===== config.mk =====
export PLATFORM = sky130hd
export DESIGN_NAME = fetch_queue
export DESIGN_NICKNAME = d
export VERILOG_FILES = /design/src/rtl/fetch_pkg.sv /design/src/rtl/parcel_fifo.sv /design/src/rtl/fetch_queue.sv
export SDC_FILE = /design/constraint.sdc
export NUM_CORES = 1
export LEC_CHECK = 0
export ABC_AREA = 0
export BUFFER_PORTS_ARGS = -buffer_cell sky130_fd_sc_hd__buf_2
export CAP_MARGIN = 20
export CELL_PAD_IN_SITES_DETAIL_PLACEMENT = 2
export CELL_PAD_IN_SITES_GLOBAL_PLACEMENT = 2
export CORE_ASPECT_RATIO = 0.7
export CORE_MARGIN = 4
export CORE_UTILIZATION = 40
export DETAILED_ROUTE_END_ITERATION = 12
export PLACE_DENSITY_LB_ADDON = 0.05
export RECOVER_POWER = 50
export SETUP_SLACK_MARGIN = 0.2
export SLEW_MARGIN = 25
export SYNTH_ARGS = -nofsm -noshare
export SYNTH_HDL_FRONTEND = slang
export SYNTH_SLANG_ARGS = --single-unit

===== constraint.sdc =====
create_clock -name clk -period 8.5 [get_ports clk]
set_input_delay 0.85 -clock clk [delete_from_list [all_inputs] [get_ports clk]]
set_output_delay 0.85 -clock clk [all_outputs]
set_load 0.02 [all_outputs]

===== src/rtl/fetch_pkg.sv =====
// Shared types and helpers for the instruction fetch queue.
package fetch_pkg;

  // Fetch FSM: no request, request outstanding, or request whose data will be dropped.
  typedef enum logic [1:0] {
    IDLE  = 2'd0,
    REQ   = 2'd1,
    STALE = 2'd2
  } fetch_state_t;

  localparam int PARCEL_W = 16;
  localparam int ADDR_MAX = 64;

  // Clears bits [1:0] so an address points at the 32-bit word that contains it.
  function automatic logic [ADDR_MAX-1:0] word_align(input logic [ADDR_MAX-1:0] addr);
    return addr & ~64'd3;
  endfunction

endpackage


===== src/rtl/parcel_fifo.sv =====
// Parcel queue: one- or two-entry push, single pop, and flush back to empty.
module parcel_fifo
  import fetch_pkg::*;
#(
  parameter  int DEPTH = 4,
  localparam int PW    = $clog2(DEPTH),
  localparam int CW    = PW + 1
) (
  input  logic                clk,
  input  logic                reset,
  input  logic                flush_i,
  input  logic                push_i,
  input  logic                push_two_i,
  input  logic [PARCEL_W-1:0] first_i,
  input  logic [PARCEL_W-1:0] second_i,
  input  logic                pop_i,
  output logic [PARCEL_W-1:0] head_o,
  output logic [CW-1:0]       count_o,
  output logic [CW-1:0]       count_next_o
);

  logic [PARCEL_W-1:0] mem_q [DEPTH];
  logic [PW-1:0]       head_q;
  logic [PW-1:0]       tail_q;
  logic [CW-1:0]       count_q;
  logic [PW-1:0]       tail_p1;

  assign tail_p1 = tail_q + PW'(1);
  assign head_o  = mem_q[head_q];
  assign count_o = count_q;

  // Occupancy after this cycle's flush, push and pop.
  always_comb begin
    // NOTE: every output of a combinational block gets a default first so no latch is inferred.
    count_next_o = count_q;
    if (flush_i) begin
      count_next_o = '0;
    end else begin
      count_next_o = count_q
                   + (push_i ? (push_two_i ? CW'(2) : CW'(1)) : CW'(0))
                   - (pop_i ? CW'(1) : CW'(0));
    end
  end

  // Parcel storage; the low parcel lands at the tail, the second one just after it.
  // NOTE: storage has no reset; occupancy is tracked by count, so stale contents are never read as valid.
  always_ff @(posedge clk) begin
    if (push_i && !flush_i) begin
      mem_q[tail_q] <= first_i;
      if (push_two_i) begin
        mem_q[tail_p1] <= second_i;
      end
    end
  end

  // Pointers and count; pointers wrap naturally because DEPTH is a power of two.
  // NOTE: state registers use non-blocking assignments so every flop samples pre-edge values.
  always_ff @(posedge clk or posedge reset) begin
    if (reset) begin
      head_q  <= '0;
      tail_q  <= '0;
      count_q <= '0;
    end else if (flush_i) begin
      head_q  <= '0;
      tail_q  <= '0;
      count_q <= '0;
    end else begin
      if (push_i) begin
        tail_q <= tail_q + (push_two_i ? PW'(2) : PW'(1));
      end
      if (pop_i) begin
        head_q <= head_q + PW'(1);
      end
      count_q <= count_next_o;
    end
  end

endmodule


===== src/rtl/fetch_queue.sv =====
// Instruction fetch controller: word fetches split into 16-bit parcels for the decoder.
module fetch_queue
  import fetch_pkg::*;
#(
  parameter int             RV       = 32,
  parameter int             DEPTH    = 4,
  parameter logic [RV-1:0]  RESET_PC = '0
) (
  input  logic                clk,
  input  logic                reset,
  output logic                mem_req,
  output logic [RV-1:0]       mem_addr,
  input  logic                mem_ack,
  input  logic [31:0]         mem_data,
  input  logic                redirect,
  input  logic [RV-1:0]       redirect_pc,
  input  logic                stall,
  output logic [PARCEL_W-1:0] ins,
  output logic [RV-1:0]       ins_pc,
  output logic                idone
);

  localparam int            CW          = $clog2(DEPTH) + 1;
  localparam logic [RV-1:0] RESET_ALIGN = RV'(word_align(ADDR_MAX'(RESET_PC)));

  fetch_state_t  state_q, state_d;
  logic [RV-1:0] fetch_addr_q, fetch_addr_d;
  logic [RV-1:0] mem_addr_q, mem_addr_d;
  logic [RV-1:0] head_pc_q, head_pc_d;
  logic          skip_lo_q, skip_lo_d;

  logic                push;
  logic                pop;
  logic                req_free;
  logic [PARCEL_W-1:0] head;
  logic [CW-1:0]       count;
  logic [CW-1:0]       count_next;

  // Only a live (non-stale, non-redirected) ack delivers parcels; a redirect blocks the pop.
  assign push = (state_q == REQ) && mem_ack && !redirect;
  assign pop  = (count != '0) && !stall && !redirect;

  parcel_fifo #(.DEPTH(DEPTH)) u_fifo (
    .clk          (clk),
    .reset        (reset),
    .flush_i      (redirect),
    .push_i       (push),
    .push_two_i   (!skip_lo_q),
    .first_i      (skip_lo_q ? mem_data[31:16] : mem_data[15:0]),
    .second_i     (mem_data[31:16]),
    .pop_i        (pop),
    .head_o       (head),
    .count_o      (count),
    .count_next_o (count_next)
  );

  // Next fetch address, head PC and FSM; a new request is latched the moment the port frees up.
  always_comb begin
    state_d      = state_q;
    fetch_addr_d = fetch_addr_q;
    mem_addr_d   = mem_addr_q;
    head_pc_d    = head_pc_q;
    skip_lo_d    = skip_lo_q;

    if (push) begin
      fetch_addr_d = fetch_addr_q + RV'(4);
      skip_lo_d    = 1'b0;
    end
    if (pop) begin
      head_pc_d = head_pc_q + RV'(2);
    end
    if (redirect) begin
      head_pc_d    = {redirect_pc[RV-1:1], 1'b0};
      fetch_addr_d = RV'(word_align(ADDR_MAX'(redirect_pc)));
      skip_lo_d    = redirect_pc[1];
    end

    // The port is free when idle or when the outstanding request is acked this cycle.
    req_free = (state_q == IDLE) || mem_ack;
    if (!req_free) begin
      if (state_q == REQ && redirect) begin
        state_d = STALE;
      end
    end else if (count_next <= CW'(DEPTH - 2)) begin
      state_d    = REQ;
      mem_addr_d = fetch_addr_d;
    end else begin
      state_d = IDLE;
    end
  end

  // Registered fetch state; mem_req and mem_addr come straight from flops.
  always_ff @(posedge clk or posedge reset) begin
    if (reset) begin
      state_q      <= IDLE;
      fetch_addr_q <= RESET_ALIGN;
      mem_addr_q   <= RESET_ALIGN;
      head_pc_q    <= RESET_PC;
      skip_lo_q    <= RESET_PC[1];
    end else begin
      state_q      <= state_d;
      fetch_addr_q <= fetch_addr_d;
      mem_addr_q   <= mem_addr_d;
      head_pc_q    <= head_pc_d;
      skip_lo_q    <= skip_lo_d;
    end
  end

  assign mem_req  = (state_q != IDLE);
  assign mem_addr = mem_addr_q;
  assign idone    = pop;
  assign ins      = pop ? head : '0;
  assign ins_pc   = head_pc_q;

endmodule

==> results of run 1 <==
[cells by family (layout without fill, tap and decap cells)]
family | count (synthesis) | after routing | share of synthesized area (%)
buf+inv | 63 | 214 | 2.86
simple gates | 240 | 240 | 14.9
other cells | 1 | 1 | 0.0440
fa+ha+maj | 7 | 7 | 1.11
xor+xnor | 37 | 37 | 3.80
mux | 108 | 108 | 16.3
compound gates | 98 | 98 | 7.67
flops | 169 | 169 | 53.3
[path summary, 6_finish.rpt]
check / start / end / slack [ns] / depth (start not counted)
max: redirect / mem_addr[2]$_DFFE_PP0P_ / 2.50 / 11
min: mem_addr[12]$_DFFE_PP0P_ / mem_addr[12]$_DFFE_PP0P_ / 0.49 / 2
max reg2reg: state_q[1]$_DFFE_PP0P_ / mem_addr[2]$_DFFE_PP0P_ / 4.10 / 10
min reg2reg: mem_addr[12]$_DFFE_PP0P_ / mem_addr[12]$_DFFE_PP0P_ / 0.49 / 2
max in group asynchronous: reset / mem_addr[28]$_DFFE_PP0P_ / 3.09 / 3
min in group asynchronous: reset / fetch_addr_q[22]$_DFF_PP0_ / 0.68 / 2
[registers in the layout (all words and copies together), names as in the netlist]
signal	flops
u_fifo.head_q	2
u_fifo.mem_q	64
ins_pc	31
fetch_addr_q	32
u_fifo.tail_q	2
u_fifo.count_o	3
mem_addr	32
skip_lo_q	1
state_q	2
[worst reg2reg max path, stage by stage (launching register included)]
cell	delay [ns]
dfrtp_1	0.45
nand3b_1	0.58
nor2_1	0.54
nand2_1	0.12
ha_1	0.32
fa_1	0.44
xnor2_1	0.19
xnor2_1	0.16
o221ai_4	0.61
buf_4	0.47
mux2_2	0.40
[metal layers]
layer / global-route usage, % / wire length (µm) / vias to the layer above / share of wire [%]
met3: 4.26 / 1130 / 30 / 4.0
met2: 39.9 / 13800 / 161 / 49
met5: 0 / 13 / - / 0.046
li1: - / - / 2972 / -
met4: 5.91 / 305 / 2 / 1.1
met1: 33.9 / 13200 / 3512 / 46
[cell type report]
class,instances,share of cell area [%]
Sequential cell,169,45.1
Multi-Input combinational cell,491,37.6
Timing Repair Buffer,161,7.42
Clock buffer,18,4.26
Tap cell,276,3.43
Clock inverter,14,1.37
Inverter,21,0.794
[power by group through the flow]
stage	Sequential (mW)	Combinational, mW	Clock [mW]
after floorplan	1.20	0.490	0
after global placement	1.11	0.846	0
after detailed placement	1.13	0.889	0
after CTS	1.12	0.900	0.787
after global routing	1.14	0.941	0.823
final	1.12	0.859	0.775
[placed cells by master, fill, tap and decap left out, types with 22 or more instances in the layout]
master / Yosys / final
nor2_1: 63 / 63
buf_2: 2 / 85
a21oi_1: 29 / 28
mux2_2: 89 / 89
edfxtp_1: 64 / 64
nand4_1: 25 / 25
xor2_1: 22 / 22
clkbuf_1: 30 / 67
dfrtp_1: 105 / 105
nand2_1: 41 / 41
[stage by stage]
| stage | worst slack, ns | cell area, µm² | util (%) |
|---|---|---|---|
| 2_1_floorplan | 3.99 | 8530 | - |
| 3_3_place_gp | 3.77 | 9590 | 46.0 |
| 3_5_place_dp | 3.58 | 9610 | 46.1 |
| 4_1_cts | 4.01 | 10200 | 48.8 |
| 5_1_grt | 1.96 | 10100 | 48.3 |
| 6_report | 2.50 | 10100 | 48.3 |
==> results.tsv, run 1 <==
metric	value	unit
outcome	complete, but fails checks	
failing checks	capacitance limit, slew limit	
startpoint types	input pin	
# port buffers	148	
crit path max fanout	55	
Int Pwr	1.74	mW
CTS max path bufs	2	
Clock Sinks	169	
worst skew pair latency	0.44	ns
maximum vdd ir drop	152	µV
WP buf/inv	3	
net count after synthesis	799	
Final ANT Viol Nets	0	
Die Width	183	µm
clock skew	0.0132	ns
Worst path slowest cell	clkbuf_1	
H-tree level count	4	
Final period util	70.6	%
maxcap violations	2	
synthesis-stage register bit count	169	
Mapped Area	8530	µm²
Synth-to-Final Area Change	18.2	%
vias after detailed routing	6677	
first-pass GRT wire length	44300	µm
WS Path Type	in2reg	
dpl hpwl	19700	µm
fmax	167	MHz
sw frac	36.9	%
Seq/Total Area, Yosys	53.3	%
register area	4550	µm²
drt pass-1 iters	5	
Syn Area/Cell	11.8	µm²
GPL Wtd Cong	0.825	
RSZ-0062 raised after global routing	false	
Unique masters post-synth	54	
CTS tree	built	
vias per cell	5.81	
Syn Inst Count	723	
DRT iter0 DRCs	443	
largest net degree at the start of global routing	79	
ANT cells	0	
Worst path max stage delay	2.08	ns
post-synth top area share	30.8	%
total gr overflow	0	
critical path cell sequence	buf_2 -> clkbuf_1 -> nor2_1 -> nand2_1 -> ha_1 -> fa_1 -> xnor2_1 -> xnor2_1 -> o221ai_4 -> buf_4 -> mux2_2	
TritonCTS buffer count	17	
predominant post-synthesis flop cell	dfrtp_1	
CTS Hold Bufs	0	
vias in the first global route	7518	
setup_tns	0	ns
all-layer global routing usage	24.3	%
share of cells above drive strength 1	28.6	%
CP endpoint kind	flip-flop	
Pins Over Slew Limit	135	
antenna violations before repair	1	
Layout Cells excl Fill	1150	
Post-synth EDFFs	64	
# fillers	2144	
Final Hold Vio Count	0	
clock slew at reported path FFs	0.07	ns
CP dominant cell by count	xnor2_1	
Placed Instances	1118	
Critical Path RT	8.82	ns
Residual DRC	0	
Die Area	23800	µm²
synth warn	0	
Slew HR	-195	%
Min-Delay Path Class	reg2reg	
Power Density	273	nW/µm²
Final setup violation count	0	
nets@finish	937	
leakage	3.90	nW
Post-synth ARST share	62.1	%
initial core utilization	40.9	%
postcts setup bufs	0	
Die Span Y	130	µm
area occupied by multi-input gates	3790	µm²
I/O Pins	151	
cell row count	44	
min Tclk post-route	6.00	ns
hold slack	0.487	ns
WL final	28400	µm
Worst Tran Pin Value	4.42	ns
logic gate share of total power	31.2	%
Tot Pwr	2.75	mW
synth top area cells	dfrtp_1, edfxtp_1, mux2_2	
most common cell in the netlist	dfrtp_1	
area leader, netlist	dfrtp_1	
routed length per instance	24.7	µm
core area	20900	µm²
Synth top cells by count	dfrtp_1, mux2_2, edfxtp_1	
crit path DAT	6.32	ns
clock share of power	28.2	%
Root Buffer	clkbuf_16	
critical path's top delay family	buffers and inverters	
CTS resizes	0	
Flop pwr share	40.7	%
Psw	1.02	mW
(Power assumes the default switching activity.)
==> run 2, diff against run 1 <==
--- a/config.mk
+++ b/config.mk
@@ -12,7 +12,7 @@
 export CELL_PAD_IN_SITES_GLOBAL_PLACEMENT = 2
 export CORE_ASPECT_RATIO = 0.7
 export CORE_MARGIN = 4
-export CORE_UTILIZATION = 40
+export CORE_UTILIZATION = 34
 export DETAILED_ROUTE_END_ITERATION = 12
 export PLACE_DENSITY_LB_ADDON = 0.05
 export RECOVER_POWER = 50
==> constraint.sdc (replaced) <==
create_clock -name clk -period 5.3 [get_ports clk]
set_input_delay 0.53 -clock clk [delete_from_list [all_inputs] [get_ports clk]]
set_output_delay 0.53 -clock clk [all_outputs]
set_load 0.02 [all_outputs]
==> results.tsv, run 2 (same netlist as run 1, synthesis figures left out) <==
metric	value	unit	change
Final setup violation count	0		unchanged
share of cells above drive strength 1	27.9	%	-0.75 points
CTS resizes	0		unchanged
clock skew	0.0118	ns	-0.00145 ns
commonest non-fill, non-tap cells in the layout	dfrtp_1, mux2_2, buf_2		
crit path max fanout	42		-24%
startpoint types	flip-flop		
RSZ-0062 raised after global routing	false		
Tot Pwr	4.60	mW	+67%
reg2reg end	mem_addr[25]$_DFFE_PP0P_		
Residual DRC	0		unchanged
maxcap violations	1		-1
Synth-to-Final Area Change	20.2	%	
RR Startpoint	u_fifo.count_o[0]$_DFF_PP0_		
Min-Delay Path Class	in2reg		
WS Path Type	reg2reg		
Pins Over Slew Limit	69		-49%
outcome	complete, but fails checks		
Die Area	27700	µm²	+17%
core area	24700	µm²	+18%
Worst path max stage delay	0.52	ns	-1.56 ns
WP buf/inv	5		+2
initial core utilization	34.6	%	-6.3 points
Hold Path Sink	ins_pc[5]$_DFFE_PP0N_		
critical path cell sequence	nor3_1 -> nor2_1 -> buf_4 -> nand2_1 -> inv_1 -> ha_1 -> inv_1 -> ha_1 -> inv_1 -> fa_1 -> xnor2_1 -> xnor2_1 -> o221ai_4 -> buf_4 -> mux2_2		
antenna violations before repair	1		unchanged
DRT iter0 DRCs	248		-44%
Slew HR	-121	%	+74 points
Root Buffer	clkbuf_16		
Final Util	41.6	%	-6.8 points
largest net degree at the start of global routing	78		-1.3%
Worst path slowest cell	nor3_1		
postcts setup bufs	0		unchanged
first-pass GRT wire length	43000	µm	-2.9%
Clock Sinks	169		unchanged
total gr overflow	0		unchanged
drt pass-1 iters	5		unchanged
Final Hold Vio Count	0		unchanged
maximum vdd ir drop	240	µV	+57%
cell row count	48		+9.1%
CTS max path bufs	2		unchanged
Largest Register	u_fifo.mem_q		
ANT cells	0		unchanged
WL final	27800	µm	-2.0%
routed length per instance	23.2	µm	-6.1%
Largest register FFs	64		unchanged
worst skew pair latency	0.44	ns	about the same
Levels on crit path	15		+4
failing checks	capacitance limit, slew limit		
CP endpoint kind	flip-flop		
clock share of power	31.5	%	+3.3 points
crit path DAT	4.47	ns	-1.85 ns
# fillers	2571		+20%
GPL Wtd Cong	0.750		-9.0%
most common cell after layout, fill and taps aside	dfrtp_1		
min Tclk post-route	4.15	ns	
Worst Tran Pin Value	3.30	ns	-1.12 ns
vias per cell	5.40		-7.0%
I/O Pins	151		unchanged
Flop pwr share	38.8	%	-1.9 points
Critical Path RT	5.62	ns	-3.20 ns
worst hold stages	2		unchanged
TritonCTS buffer count	17		unchanged
all-layer global routing usage	20.3	%	-4.0 points
CP dominant cell by count	inv_1		
FF-to-FF path depth	15		+5
Final ANT Viol Nets	0		unchanged
fmax	241	MHz	
Die Width	197	µm	+8.1%
Psw	1.56	mW	+54%
min-delay src	redirect_pc[5]		
setup_tns	0	ns	unchanged
clock slew at reported path FFs	0.07	ns	about the same
dpl hpwl	19800	µm	+0.75%
nets@finish	939		+0.21%
Power Density	448	nW/µm²	+64%
Int Pwr	3.04	mW	+75%
# port buffers	148		unchanged
CTS Hold Bufs	0		unchanged
leakage	3.96	nW	+1.6%
H-tree level count	4		unchanged
vias after detailed routing	6486		-2.9%
Final period util	78.4	%	
Die Span Y	141	µm	+7.9%
vias in the first global route	7226		-3.9%
critical path's top delay family	buffers and inverters		
FF-to-FF setup slack	1.15	ns	-2.95 ns
logic gate share of total power	29.7	%	-1.5 points
sw frac	34.0	%	-2.9 points
CTS tree	built		
-- run 2: worst max path at each step --
| stage | start | end | slack, ns |
|---|---|---|---|
| 2_1_floorplan | redirect | mem_addr[10]$_DFFE_PP0P_ | 1.11 |
| 3_3_place_gp | u_fifo.count_o[0]$_DFF_PP0_ | mem_addr[20]$_DFFE_PP0P_ | 1.34 |
| 3_5_place_dp | u_fifo.count_o[0]$_DFF_PP0_ | mem_addr[22]$_DFFE_PP0P_ | 1.08 |
| 4_1_cts | u_fifo.count_o[0]$_DFF_PP0_ | mem_addr[22]$_DFFE_PP0P_ | 1.09 |
| 5_1_grt | u_fifo.count_o[0]$_DFF_PP0_ | mem_addr[22]$_DFFE_PP0P_ | 0.86 |
| 6_report | u_fifo.count_o[0]$_DFF_PP0_ | mem_addr[25]$_DFFE_PP0P_ | 1.15 |
-- run 2: worst reg2reg max path, stage by stage, from the launching register on --
cell and delay [ns]:
dfrtp_1 0.39, nor3_1 0.52, nor2_1 0.08, buf_4 0.25, nand2_1 0.12, inv_1 0.06
ha_1 0.29, inv_1 0.07, ha_1 0.15, inv_1 0.05, fa_1 0.38, xnor2_1 0.19
xnor2_1 0.15, o221ai_4 0.43, buf_4 0.50, mux2_2 0.41
-- run 2: power groups by stage --
stage | sequential, mW | clock, mW | combinational, mW
after floorplan | 1.92 | 0 | 0.786
after global placement | 1.79 | 0 | 1.37
after detailed placement | 1.81 | 0 | 1.43
after CTS | 1.78 | 1.48 | 1.44
after global routing | 1.82 | 1.54 | 1.50
final | 1.79 | 1.45 | 1.37
-- run 2: per-layer routing --
layer	global-route usage [%]	part of all wire (%)	vias to the layer above
met5	0	0.025	-
li1	-	-	2976
met1	28.7	47	3360
met4	4.52	0.70	2
met3	3.99	5.2	14
met2	32.3	47	134
-- run 2: cell type report --
type / instances / area (µm²) / area share, %
Clock inverter: 7 / 160 / 1.56
Inverter: 21 / 80.1 / 0.781
Sequential cell: 169 / 4550 / 44.3
Timing Repair Buffer: 163 / 769 / 7.50
Clock buffer: 25 / 512 / 4.99
Tap cell: 325 / 407 / 3.96
Multi-Input combinational cell: 491 / 3780 / 36.9
-- run 2: stage by stage --
step	hold WS [ns]	instances	setup slack, ns	area (µm²)
after floorplan	0.472	723	1.11	8530
after global placement	0.458	1168	1.34	9660
after detailed placement	0.473	1168	1.08	9660
after CTS	0.322	1200	1.09	10300
after global routing	0.334	1201	0.860	10300
final	0.338	1201	1.15	10300
==> run 3, diff against run 2 <==
==> constraint.sdc (replaced) <==
create_clock -name clk -period 3.4 [get_ports clk]
set_input_delay 0.34 -clock clk [delete_from_list [all_inputs] [get_ports clk]]
set_output_delay 0.34 -clock clk [all_outputs]
set_load 0.02 [all_outputs]
==> results.tsv, run 3 (same netlist as run 1, synthesis figures left out) <==
metric	value	unit	change
GPL Wtd Cong	0.807		+7.6%
Slew HR	-66.3	%	+55 points
Min-Delay Path Class	in2reg		
failing checks	capacitance limit, slew limit		
Worst path max stage delay	0.53	ns	about the same
all-layer global routing usage	20.8	%	+0.53 points
dpl cell area	9800	µm²	+1.4%
share of cells above drive strength 1	31.1	%	+3.2 points
# port buffers	148		unchanged
WS Path Type	in2reg		
DRT iter0 DRCs	259		+4.4%
GR peak layer	met2		
Power Density	719	nW/µm²	+60%
initial core utilization	34.6	%	unchanged
Final setup violation count	0		unchanged
WL final	28600	µm	+2.8%
dpl hpwl	20200	µm	+2.0%
setup_tns	0	ns	unchanged
total gr overflow	0		unchanged
ANT cells	0		unchanged
Final Hold Vio Count	0		unchanged
min Tclk post-route	3.09	ns	
worst skew pair latency	0.44	ns	about the same
H-tree level count	4		unchanged
commonest non-fill, non-tap cells in the layout	dfrtp_1, mux2_2, buf_2		
CTS tree	built		
vias after detailed routing	6625		+2.1%
drt pass-1 iters	4		-1
vias in the first global route	7418		+2.7%
CP endpoint kind	flip-flop		
Clock Sinks	169		unchanged
Die Span Y	141	µm	unchanged
Worst path slowest cell	clkbuf_1		
Die Area	27700	µm²	unchanged
Worst Tran Pin Value	2.48	ns	-0.816 ns
Final period util	90.8	%	
Critical Path RT	3.72	ns	-1.90 ns
critical path cell sequence	clkbuf_1 -> clkbuf_1 -> nor2_1 -> nand2_1 -> ha_1 -> fa_2 -> xnor2_2 -> xnor2_2 -> o221ai_4 -> buf_6 -> mux2_2		
outcome	complete, but fails checks		
met1 usage	29.5	%	+0.72 points
I/O Pins	151		unchanged
routed length per instance	23.5	µm	+1.2%
clock slew at reported path FFs	0.06	ns	about the same
Synth-to-Final Area Change	23.6	%	
cell row count	48		unchanged
antenna violations before repair	1		unchanged
startpoint types	input pin		
Residual DRC	0		unchanged
first-pass GRT wire length	44600	µm	+3.8%
crit path max fanout	12		-71%
maxcap violations	2		+1
Largest Register	u_fifo.mem_q		
nets@finish	958		+2.0%
clock skew	0.0156	ns	+0.00380 ns
Root Buffer	clkbuf_16		
CTS Hold Bufs	0		unchanged
vias per cell	5.43		+0.55%
maximum vdd ir drop	384	µV	+60%
CTS max path bufs	2		unchanged
Pins Over Slew Limit	131		+90%
leakage	4.09	nW	+3.4%
largest net degree at the start of global routing	78		unchanged
critical path's top delay family	buffers and inverters		
most common cell after layout, fill and taps aside	dfrtp_1		
Final ANT Viol Nets	0		unchanged
global routing usage on met3	3.90	%	-0.096 points
crit path DAT	3.40	ns	-1.07 ns
Die Width	197	µm	unchanged
pre-CTS setup slack	0.281	ns	-0.799 ns
Largest register FFs	64		unchanged
met2 GRT Util	33.1	%	+0.77 points
TritonCTS buffer count	17		unchanged
post-route setup slack	0.313	ns	-0.833 ns
core area	24700	µm²	unchanged
RSZ-0062 raised after global routing	false		
fmax	324	MHz	
final std cell area, no fill	10500	µm²	+2.8%
WP buf/inv	3		-2
## run 3: final cells by class
type,instances,area (µm²)
clock buffers,24,534
clock inverters,8,153
fillers,2555,14100
inverters,21,85.1
multi-input cells,491,3870
flip-flops and latches,169,4550
well taps,325,407
repair buffers,182,948
## run 3: where the power goes
group / switching (mW) / total (mW) / internal, mW
registers: 0.299 / 2.79 / 2.50
clock network: 0.854 / 2.26 / 1.40
logic: 1.45 / 2.53 / 1.08
## run 3: path summary, 6_finish.rpt
| check | slack [ns] | startpoint | end | cells after the start |
|---|---|---|---|---|
| worst min-delay path | 0.16 | redirect_pc[1] | skip_lo_q$_DFFE_PP0P_ | 3 |
| min in group asynchronous | 0.56 | reset | ins_pc[20]$_DFFE_PP0N_ | 2 |
| max in group asynchronous | 0.95 | reset | fetch_addr_q[29]$_DFF_PP0_ | 3 |
| worst min register to register | 0.49 | mem_addr[17]$_DFFE_PP0P_ | mem_addr[17]$_DFFE_PP0P_ | 2 |
| worst max register to register | 0.32 | u_fifo.count_o[2]$_DFF_PP0_ | mem_addr[5]$_DFFE_PP0P_ | 14 |
| worst max-delay path | 0.31 | redirect | mem_addr[5]$_DFFE_PP0P_ | 11 |
## run 3: tightest hold or removal path, cell delays in order
cell	delay, ns
buf_2	0.08
nand2_1	0.06
o21ai_0	0.07
## run 3: repair_timing
| action | in CTS | in global routing |
|---|---|---|
| buffers inserted | 0 | 4 |
| setup endpoints to repair | 0 | 21 |
| resized for setup | 0 | 17 |
## run 3: metal layers
| layer | wire (µm) | vias to the layer above |
|---|---|---|
| li1 | - | 3013 |
| met1 | 13200 | 3451 |
| met2 | 13700 | 138 |
| met3 | 1440 | 21 |
| met4 | 289 | 2 |
| met5 | 12 | - |
## run 3: stage by stage
| step | cells | util (%) | power (mW) | hold slack [ns] |
|---|---|---|---|---|
| global placement | 1182 | 39.7 | 5.01 | 0.454 |
| CTS | 1214 | 42.5 | 7.43 | 0.0359 |
| global route | 1220 | 42.7 | 8.01 | 0.147 |
| finish | 1220 | 42.7 | 7.58 | 0.160 |
| floorplan | 723 | - | 4.28 | 0.457 |
| detailed placement | 1182 | 39.7 | 5.12 | 0.473 |
